### src/rtl/parport_pkg.sv
// Shared defaults for the parallel port and its pad input conditioning stage.
package parport_pkg;

   localparam int PP_WIDTH    = 32;
   localparam int PP_PRESCALE = 1000;
   localparam int PP_STABLE   = 4;

endpackage : parport_pkg

### src/rtl/pad_debounce_if.sv
// Signal bundle between the raw pads and the debounced word fed to the parallel port.
interface pad_debounce_if
   import parport_pkg::*;
#(
   parameter int WIDTH = PP_WIDTH
);

   // No valid/ready pair here: pad_i is a free-running level; the outputs change only
   // on clk edges, change_o acts as a per-bit one-cycle strobe and tick_o as a sample strobe.
   logic [WIDTH-1:0] pad_i;
   logic [WIDTH-1:0] in_pad_o;
   logic [WIDTH-1:0] change_o;
   logic             tick_o;

   modport master (
      output pad_i,
      input  in_pad_o,
      input  change_o,
      input  tick_o
   );

   modport slave (
      input  pad_i,
      output in_pad_o,
      output change_o,
      output tick_o
   );

endinterface : pad_debounce_if

### src/rtl/pad_debounce_sync.sv
// Plain two-flop synchroniser for asynchronous level inputs, synchronous active-low reset.
module pad_sync
   import parport_pkg::*;
#(
   parameter int WIDTH = PP_WIDTH
) (
   input  logic             clk,
   input  logic             rst_n,
   input  logic [WIDTH-1:0] d_i,
   output logic [WIDTH-1:0] q_o
);

   logic [WIDTH-1:0] meta_q;
   logic [WIDTH-1:0] sync_q;

   // Direct flop-to-flop path: nothing may sit between the two stages.
   always_ff @(posedge clk) begin
      if (!rst_n) begin
         meta_q <= '0;
         sync_q <= '0;
      end else begin
         meta_q <= d_i;
         sync_q <= meta_q;
      end
   end

   assign q_o = sync_q;

endmodule : pad_sync

### src/rtl/pad_debounce.sv
// Synchronises and debounces up to WIDTH pad inputs on a shared prescaled sample tick.
module pad_debounce
   import parport_pkg::*;
#(
   parameter int WIDTH    = PP_WIDTH,
   parameter int PRESCALE = PP_PRESCALE,
   parameter int STABLE   = PP_STABLE
) (
   input  logic           clk,
   input  logic           rst_n,
   pad_debounce_if.slave  bus
);

   localparam int             CW      = (PRESCALE > 1) ? $clog2(PRESCALE) : 1;
   localparam logic [CW-1:0]  CNT_MAX = CW'(PRESCALE - 1);

   if (PRESCALE < 2 || STABLE < 2) begin : g_param_check
      $error("pad_debounce: PRESCALE and STABLE must both be >= 2");
   end

   logic [CW-1:0]     cnt_q, cnt_d;
   logic              tick;
   logic [WIDTH-1:0]  sync;
   logic [STABLE-1:0] hist_q [WIDTH];
   logic [STABLE-1:0] hist_d [WIDTH];
   logic [WIDTH-1:0]  in_pad_q, in_pad_d;
   logic [WIDTH-1:0]  change_q, change_d;

   pad_sync #(
      .WIDTH (WIDTH)
   ) u_sync (
      .clk   (clk),
      .rst_n (rst_n),
      .d_i   (bus.pad_i),
      .q_o   (sync)
   );

   // Wrap straight from the tick cycle back to zero: no dead cycle between periods.
   assign tick  = (cnt_q == CNT_MAX);
   assign cnt_d = tick ? '0 : cnt_q + CW'(1);

   always_comb begin
      in_pad_d = in_pad_q;
      change_d = '0;
      for (int i = 0; i < WIDTH; i++) begin
         hist_d[i] = hist_q[i];
         if (tick) begin
            hist_d[i] = {hist_q[i][STABLE-2:0], sync[i]};
            if ((&hist_d[i]) && !in_pad_q[i]) begin
               in_pad_d[i] = 1'b1;
               change_d[i] = 1'b1;
            end else if (!(|hist_d[i]) && in_pad_q[i]) begin
               in_pad_d[i] = 1'b0;
               change_d[i] = 1'b1;
            end
         end
      end
   end

   always_ff @(posedge clk) begin
      if (!rst_n) begin
         cnt_q    <= '0;
         hist_q   <= '{default: '0};
         in_pad_q <= '0;
         change_q <= '0;
      end else begin
         cnt_q    <= cnt_d;
         hist_q   <= hist_d;
         in_pad_q <= in_pad_d;
         change_q <= change_d;
      end
   end

   assign bus.in_pad_o = in_pad_q;
   assign bus.change_o = change_q;
   assign bus.tick_o   = tick;

endmodule : pad_debounce
### src/flat_wrapper.sv
// flat-port wrapper written by rule: the top's interface ports become plain ports
module pad_debounce_flat import parport_pkg::*;
#(
   parameter int WIDTH    = PP_WIDTH,
   parameter int PRESCALE = PP_PRESCALE,
   parameter int STABLE   = PP_STABLE
)
  (clk, rst_n, bus_pad_i, bus_in_pad_o, bus_change_o, bus_tick_o);
  pad_debounce_if #(.WIDTH(WIDTH)) bus_i ();
  input  logic clk;
  input  logic rst_n;
  input wire logic [$bits(bus_i.pad_i)-1:0] bus_pad_i;
  output wire logic [$bits(bus_i.in_pad_o)-1:0] bus_in_pad_o;
  output wire logic [$bits(bus_i.change_o)-1:0] bus_change_o;
  output wire logic [$bits(bus_i.tick_o)-1:0] bus_tick_o;
  assign bus_i.pad_i = bus_pad_i;
  assign bus_in_pad_o = bus_i.in_pad_o;
  assign bus_change_o = bus_i.change_o;
  assign bus_tick_o = bus_i.tick_o;
  pad_debounce #(.WIDTH(WIDTH), .PRESCALE(PRESCALE), .STABLE(STABLE)) u_core (.clk(clk), .rst_n(rst_n), .bus(bus_i));
endmodule
### config.mk
export PLATFORM = sky130hd
export DESIGN_NAME = pad_debounce_flat
export DESIGN_NICKNAME = d
export VERILOG_FILES = /design/src/rtl/parport_pkg.sv /design/src/rtl/pad_debounce_if.sv /design/src/rtl/pad_debounce_sync.sv /design/src/rtl/pad_debounce.sv /design/src/flat_wrapper.sv
export SDC_FILE = /design/constraint.sdc
export NUM_CORES = 1
export LEC_CHECK = 0
export BUFFER_PORTS_ARGS = -buffer_cell sky130_fd_sc_hd__clkbuf_2
export CAP_MARGIN = 20
export CORE_MARGIN = 10
export CORE_UTILIZATION = 52
export DETAILED_ROUTE_END_ITERATION = 12
export MAX_ROUTING_LAYER = met4
export PLACE_DENSITY = 0.79
export REMOVE_ABC_BUFFERS = 1
export SLEW_MARGIN = 20
export SYNTH_ARGS = -nofsm -noshare
export SYNTH_HDL_FRONTEND = slang
export SYNTH_SLANG_ARGS = --single-unit
export TNS_END_PERCENT = 5
### constraint.sdc
create_clock -name clk -period 1.7 [get_ports clk]
set_clock_uncertainty 0.1 [all_clocks]
set_input_delay 0.255 -clock clk [delete_from_list [all_inputs] [get_ports clk]]
set_output_delay 0.255 -clock clk [all_outputs]
set_load 0.1 [all_outputs]
== Yosys cells after proc, flatten, opt, wreduce, memory -nomap -nowiden ==
Index checks and enable logic that the tools add are counted.
Widths: inputs -> output; s select.

* Flip-flop bits (word level): 234
* Bits in latches: 0
* Memory bits (writable): 0
* Memory bits (read-only): 0
* Bits of input ports: 34
* Output and inout bits: 65
* Word-level logic and storage cells: 457
* Memories kept: 0

* Add/sub/neg operators: 1
* Multipliers: 0
* Div/mod/pow operators: 0
* Magnitude comparators: 0
* Equal/unequal tests: 1
* Shifts and indexed selects: 0
* Muxes and demuxes: 128
* Bitwise logic cells: 1
* Reduce and logical (&&, ||, !) cells: 258

{| class="wikitable"
|+ Operators with widths
! operator !! count
|-
| $mux 1 || 128
|-
| $reduce_and 4->1 || 32
|-
| $reduce_or 4->1 || 32
|-
| $reduce_and 2->1 || 33
|-
| $logic_and 1x1->1 || 64
|-
| $logic_not 1->1 || 64
|-
| $reduce_bool 2->1 || 32
|-
| $add 10x1->10 const B || 1
|-
| $eq 10x10->1 const B || 1
|-
| $reduce_or 2->1 || 1
|-
| $not 1->1 || 1
|}

== Logic depth before layout (Yosys ltp) ==
* Depth after elaboration: 5
* Depth in mapped cells: 8
* Mapped depth without buffers: 6

== Modules after synthesis ==
From an unflattened synthesis, not the netlist that was laid out.

* Cells, all modules: 915
* Area total of the unflattened synthesis: 8384.3 um^2

{| class="wikitable"
|+ By module, submodules not included
! module !! instances !! cells each !! area each (um^2) !! sequential area each (um^2)
|-
| pad_debounce || 1 || 781 || 6592.6 || 3403.3
|-
| pad_sync || 1 || 134 || 1791.7 || 1281.2
|}

== Least setup slack after synthesis ==
Ideal clock, no wire load.

* Path type: register to register
* From: register u_core.in_pad_q[1] (netlist: u_core.bus.in_pad_o[1])
* To: register u_core.in_pad_q[1] (netlist: u_core.bus.in_pad_o[1])
* Library setup time: 131 ps
* Arrival time: 1716 ps
* Data required time: 1469 ps
* Path slack: -247 ps
* Stages on the path, launching flop included: 5
* Path buffers: 0
* Period minus slack after synthesis: 1947 ps
* Path through: dfxtp_1 nand2b_1 or4_1 o211ai_1 o31ai_1

* Word-level cells in the longest chain between the ends: 4
* Elaborated cells on any way between the ends: 6
* Classes of those cells: mux (1); reduce/logical (5)

{| class="wikitable"
|+ Ends and longest elaborated chain
! what !! line !! RTL
|-
| start: declaration || pad_debounce.sv:26 || <nowiki>logic [WIDTH-1:0] in_pad_q, in_pad_d;</nowiki>
|-
| start signal: assignment || pad_debounce.sv:69 || <nowiki>in_pad_q <= in_pad_d;</nowiki>
|-
| $logic_not 1->1 || pad_debounce.sv:49 || <nowiki>if ((&hist_d[i]) && !in_pad_q[i]) begin</nowiki>
|-
| $logic_and 1x1->1 || pad_debounce.sv:49 ||
|-
| $reduce_bool 2->1 (no line) || - ||
|-
| $reduce_and 2->1 (no line) || - ||
|}

Parallel ways exist; a longest one is shown, timed or not.
A chain may end at the register's enable or synchronous reset.

== Worst setup path in the final report ==
* From: register u_core.cnt_q[0]
* To: output port bus_tick_o

* Word-level cells in the longest chain between the ends: 1

{| class="wikitable"
|+ Ends and longest elaborated chain
! what !! line !! RTL
|-
| start: declaration || pad_debounce.sv:21 || <nowiki>logic [CW-1:0] cnt_q, cnt_d;</nowiki>
|-
| start signal: assignment || pad_debounce.sv:67 || <nowiki>cnt_q <= cnt_d;</nowiki>
|-
| $eq 10x10->1 || pad_debounce.sv:39 || <nowiki>assign tick = (cnt_q == CNT_MAX);</nowiki>
|-
| end: declaration || flat_wrapper.sv:15 || <nowiki>output wire logic [$bits(bus_i.tick_o)-1:0] bus_tick_o;</nowiki>
|}

Every way passes these cells.

==> impl_metrics.tcl <==
set metrics [dict create \
    synth_fa_ha_area_share_pct 0.151 \
    fin_nets 1093 \
    gp_congestion 0.819 \
    critPathMaxFanout 2 \
    ir_worst_vdd_mv 0.816 \
    core_sq_mm 0.0158 \
    synth_compound_area_share_pct 11.5 \
    finalSetupViolations 1 \
    num_vias 6766 \
    power_frac_clock_pct 47.2 \
    synthMuxAreaShare_pct 2.30 \
    fin_ws_ps -234 \
    grt_pass1_vias 6502 \
    fillers 1271 \
    cp-end-kind "primary output" \
    worst-setup-path-type "reg2out" \
    multi_input_area_sq_mm 0.00340 \
    synthArstFlopShare_pct 0 \
    p_comb_share_pct 2.6 \
    io_pins 99 \
    final_util_pct 67.3 \
    relSlewSlack_pct 63.4 \
    drt_wl_total_microns 19100 \
    p_switching_uw 2260 \
    avgSynthCellArea_sq_um 9.04 \
    clock_path_buffers 3 \
    ys_seq_elements 234 \
    place_hpwl_microns 11100 \
    p_leak_uw 0.00393 \
    wl_per_cell_microns 14.8 \
    worst-endpoint-required_ps 1340 \
    synth_edf_count 0 \
    seq_power_share_pct 50.2 \
    powerDensity_mw_per_mm2 1050 \
    grt_max_degree 68 \
    maxCapViolCount 0 \
    drt_iter0_drc 412 \
    clock-sinks 234 \
    timing.setup.tns_ps -234 \
    seqCellArea_sq_mm 0.00469 \
    slew_violations 0 \
    diodes 0 \
    syn_inst 916 \
    p_int_uw 8910 \
    antenna_found_initial 0 \
    finalCritPeriodShare_pct 114 \
    die_w_microns 146 \
    max_freq_mhz 517 \
    seq_area_frac_synth_pct 56.6 \
    synth_area_sq_mm 0.00828 \
    yosysWarnings 0 \
    area_growth_pct 28.2 \
    portBuffers 98 \
    fin_crit_ps 1930 \
    min_path_type "in2reg" \
    place_ws_ps 47.9 \
    clkLatencyLatePin_ps 510 \
    synth_flop_cell "dfxtp_1" \
    dieArea_sq_mm 0.0214 \
    post-route-drc-count 0 \
    viasPerCell 5.25 \
    final_common_cell "dfxtp_1" \
    path_clk_slew_ps 60 \
    die_y_microns 146 \
    status "finished, violations left" \
    synth_top_family_by_area "simple AND/OR/NAND/NOR gates" \
    cts_tree "yes" \
    std_cell_rows 46 \
    start_util_pct 52.5 \
    grtUsageTotal_pct 17.0 \
    rsz0062_at_grt "yes" \
    cp-start-kind "flop" \
    cts_made_buffers 24 \
    hold_viol 0 \
    yosys.area_share.xor_xnor_pct 0.529 \
    synthSimpleGateAreaFrac_pct 25.8 \
    grt_pass1_wl_microns 30700 \
    drt_first_pass_iters 5 \
    drive_gt1_share_pct 18.4 \
    crit_arrival_ps 1580 \
    synthDistinctLibCells 40 \
    switching_share_pct 20.3 \
    ctsRootBufferMaster "clkbuf_16" \
    power_uw 11200 \
    tightest_slew_ps 551 \
    ant_nets 0 \
    htree_levels 1 \
    violations "negative setup slack" \
    final_cell_mix "230 x dfxtp_1, 204 x nand2_1, 118 x a21oi_1, 69 x and2_1, 61 x clkbuf_2" \
    overflow 0 \
]
==> logic make-up (layout without fill, tap and decap cells) <==
family          Yosys count  count (layout)
mux                      19              19
fa+ha+maj                 1               1
flops                   234             234
buf+inv                  57             214
compound gates          174             174
xor+xnor                  5               5
simple gates            426             426
==> synthesized netlist by cell type, types with 3 or more instances <==
master,n,area share [%]
dfxtp_1,234,57
nand2_1,206,9.3
a21oi_1,125,7.6
and2_1,70,5.3
nor2_1,42,1.9
clkbuf_1,37,1.7
nor4_1,21,1.6
o21ai_0,20,1.2
mux2i_1,19,2.3
nand3b_1,19,1.7
and4_1,15,1.6
nand4_1,12,0.91
o211ai_1,10,0.91
buf_4,9,0.82
nand3_1,9,0.54
o31ai_1,9,0.82
nor3_1,7,0.42
buf_2,6,0.36
nor2b_1,6,0.45
and4b_1,5,0.60
nor4b_1,5,0.53
and3_1,4,0.30
inv_1,3,0.14
xnor2_1,3,0.32
==> power by group through the flow <==
stage	clock network (uW)	logic, uW	registers (uW)
3_5_place_dp	0	224	5720
6_report	5280	288	5600
4_1_cts	5350	286	5600
2_1_floorplan	0	104	5710
3_3_place_gp	0	223	5720
5_1_grt	5600	323	5610
==> worst max-delay path, cell delays in order, from the launching register on <==
cell and delay, ps:
dfxtp_2 340, ha_4 150, and2_4 140, nand3_4 90, clkinv_4 60, buf_12 120, buf_12 150
==> layout make-up <==
cell class | count | area share, %
sequential | 234 | 44.2
timing repair buffer | 169 | 13.5
clock inverter | 7 | 0.825
multi-input combinational | 625 | 32.0
inverter | 4 | 0.212
clock buffer | 34 | 6.68
tap | 216 | 2.55
==> per-layer routing <==
metal | part of all wire (%) | up-vias | wire, microns | global-route usage [%]
li1 | - | 3412 | - | -
met1 | 45 | 3171 | 8530 | 19.9
met2 | 48 | 136 | 9210 | 28.5
met3 | 4.6 | 47 | 882 | 3.58
met4 | 2.7 | 0 | 520 | 5.46
met5 | 0 | - | 0 | -
==> what timing repair did <==
action                                  CTS  global route
endpoints found under the setup margin   33           116
hold endpoints to repair                 32             0
resized for setup                        47            23
setup buffers                             4             0
gates cloned                              1             4
pin swaps                                 6             4
hold buffers                             32             0
==> final timing paths <==
| kind | from | cells after the start | slack (ps) | end |
|---|---|---|---|---|
| worst max-delay path | u_core.cnt_q[0]$_SDFF_PP0_ | 6 | -230 | bus_tick_o |
| worst min-delay path | rst_n | 3 | 50 | u_core.bus.change_o[29]$_SDFF_PN0_ |
| worst max register to register | u_core.cnt_q[0]$_SDFF_PP0_ | 8 | 10 | u_core.bus.in_pad_o[28]$_SDFFE_PN0P_ |
| worst min register to register | u_core.u_sync.meta_q[4]$_SDFF_PN0_ | 1 | 330 | u_core.u_sync.q_o[4]$_SDFF_PN0_ |
==> flip-flops by register name (all words and copies together) (netlist names) <==
| signal | count |
|---|---|
| u_core.hist_q | 96 |
| u_core.bus.change_o | 32 |
| u_core.u_sync.q_o | 32 |
| u_core.bus.in_pad_o | 32 |
| u_core.u_sync.meta_q | 32 |
| u_core.cnt_q | 10 |
==> stage by stage <==
stage          hold WS [ps]  area [sq um]  std cells
6_report               49.9         10600       1289
3_5_place_dp            317          9160       1207
5_1_grt                51.1         10600       1289
3_3_place_gp            313          9160       1207
4_1_cts                33.1         10500       1285
2_1_floorplan           277          8030        863
Note: power is estimated with default switching activity, not from simulation.
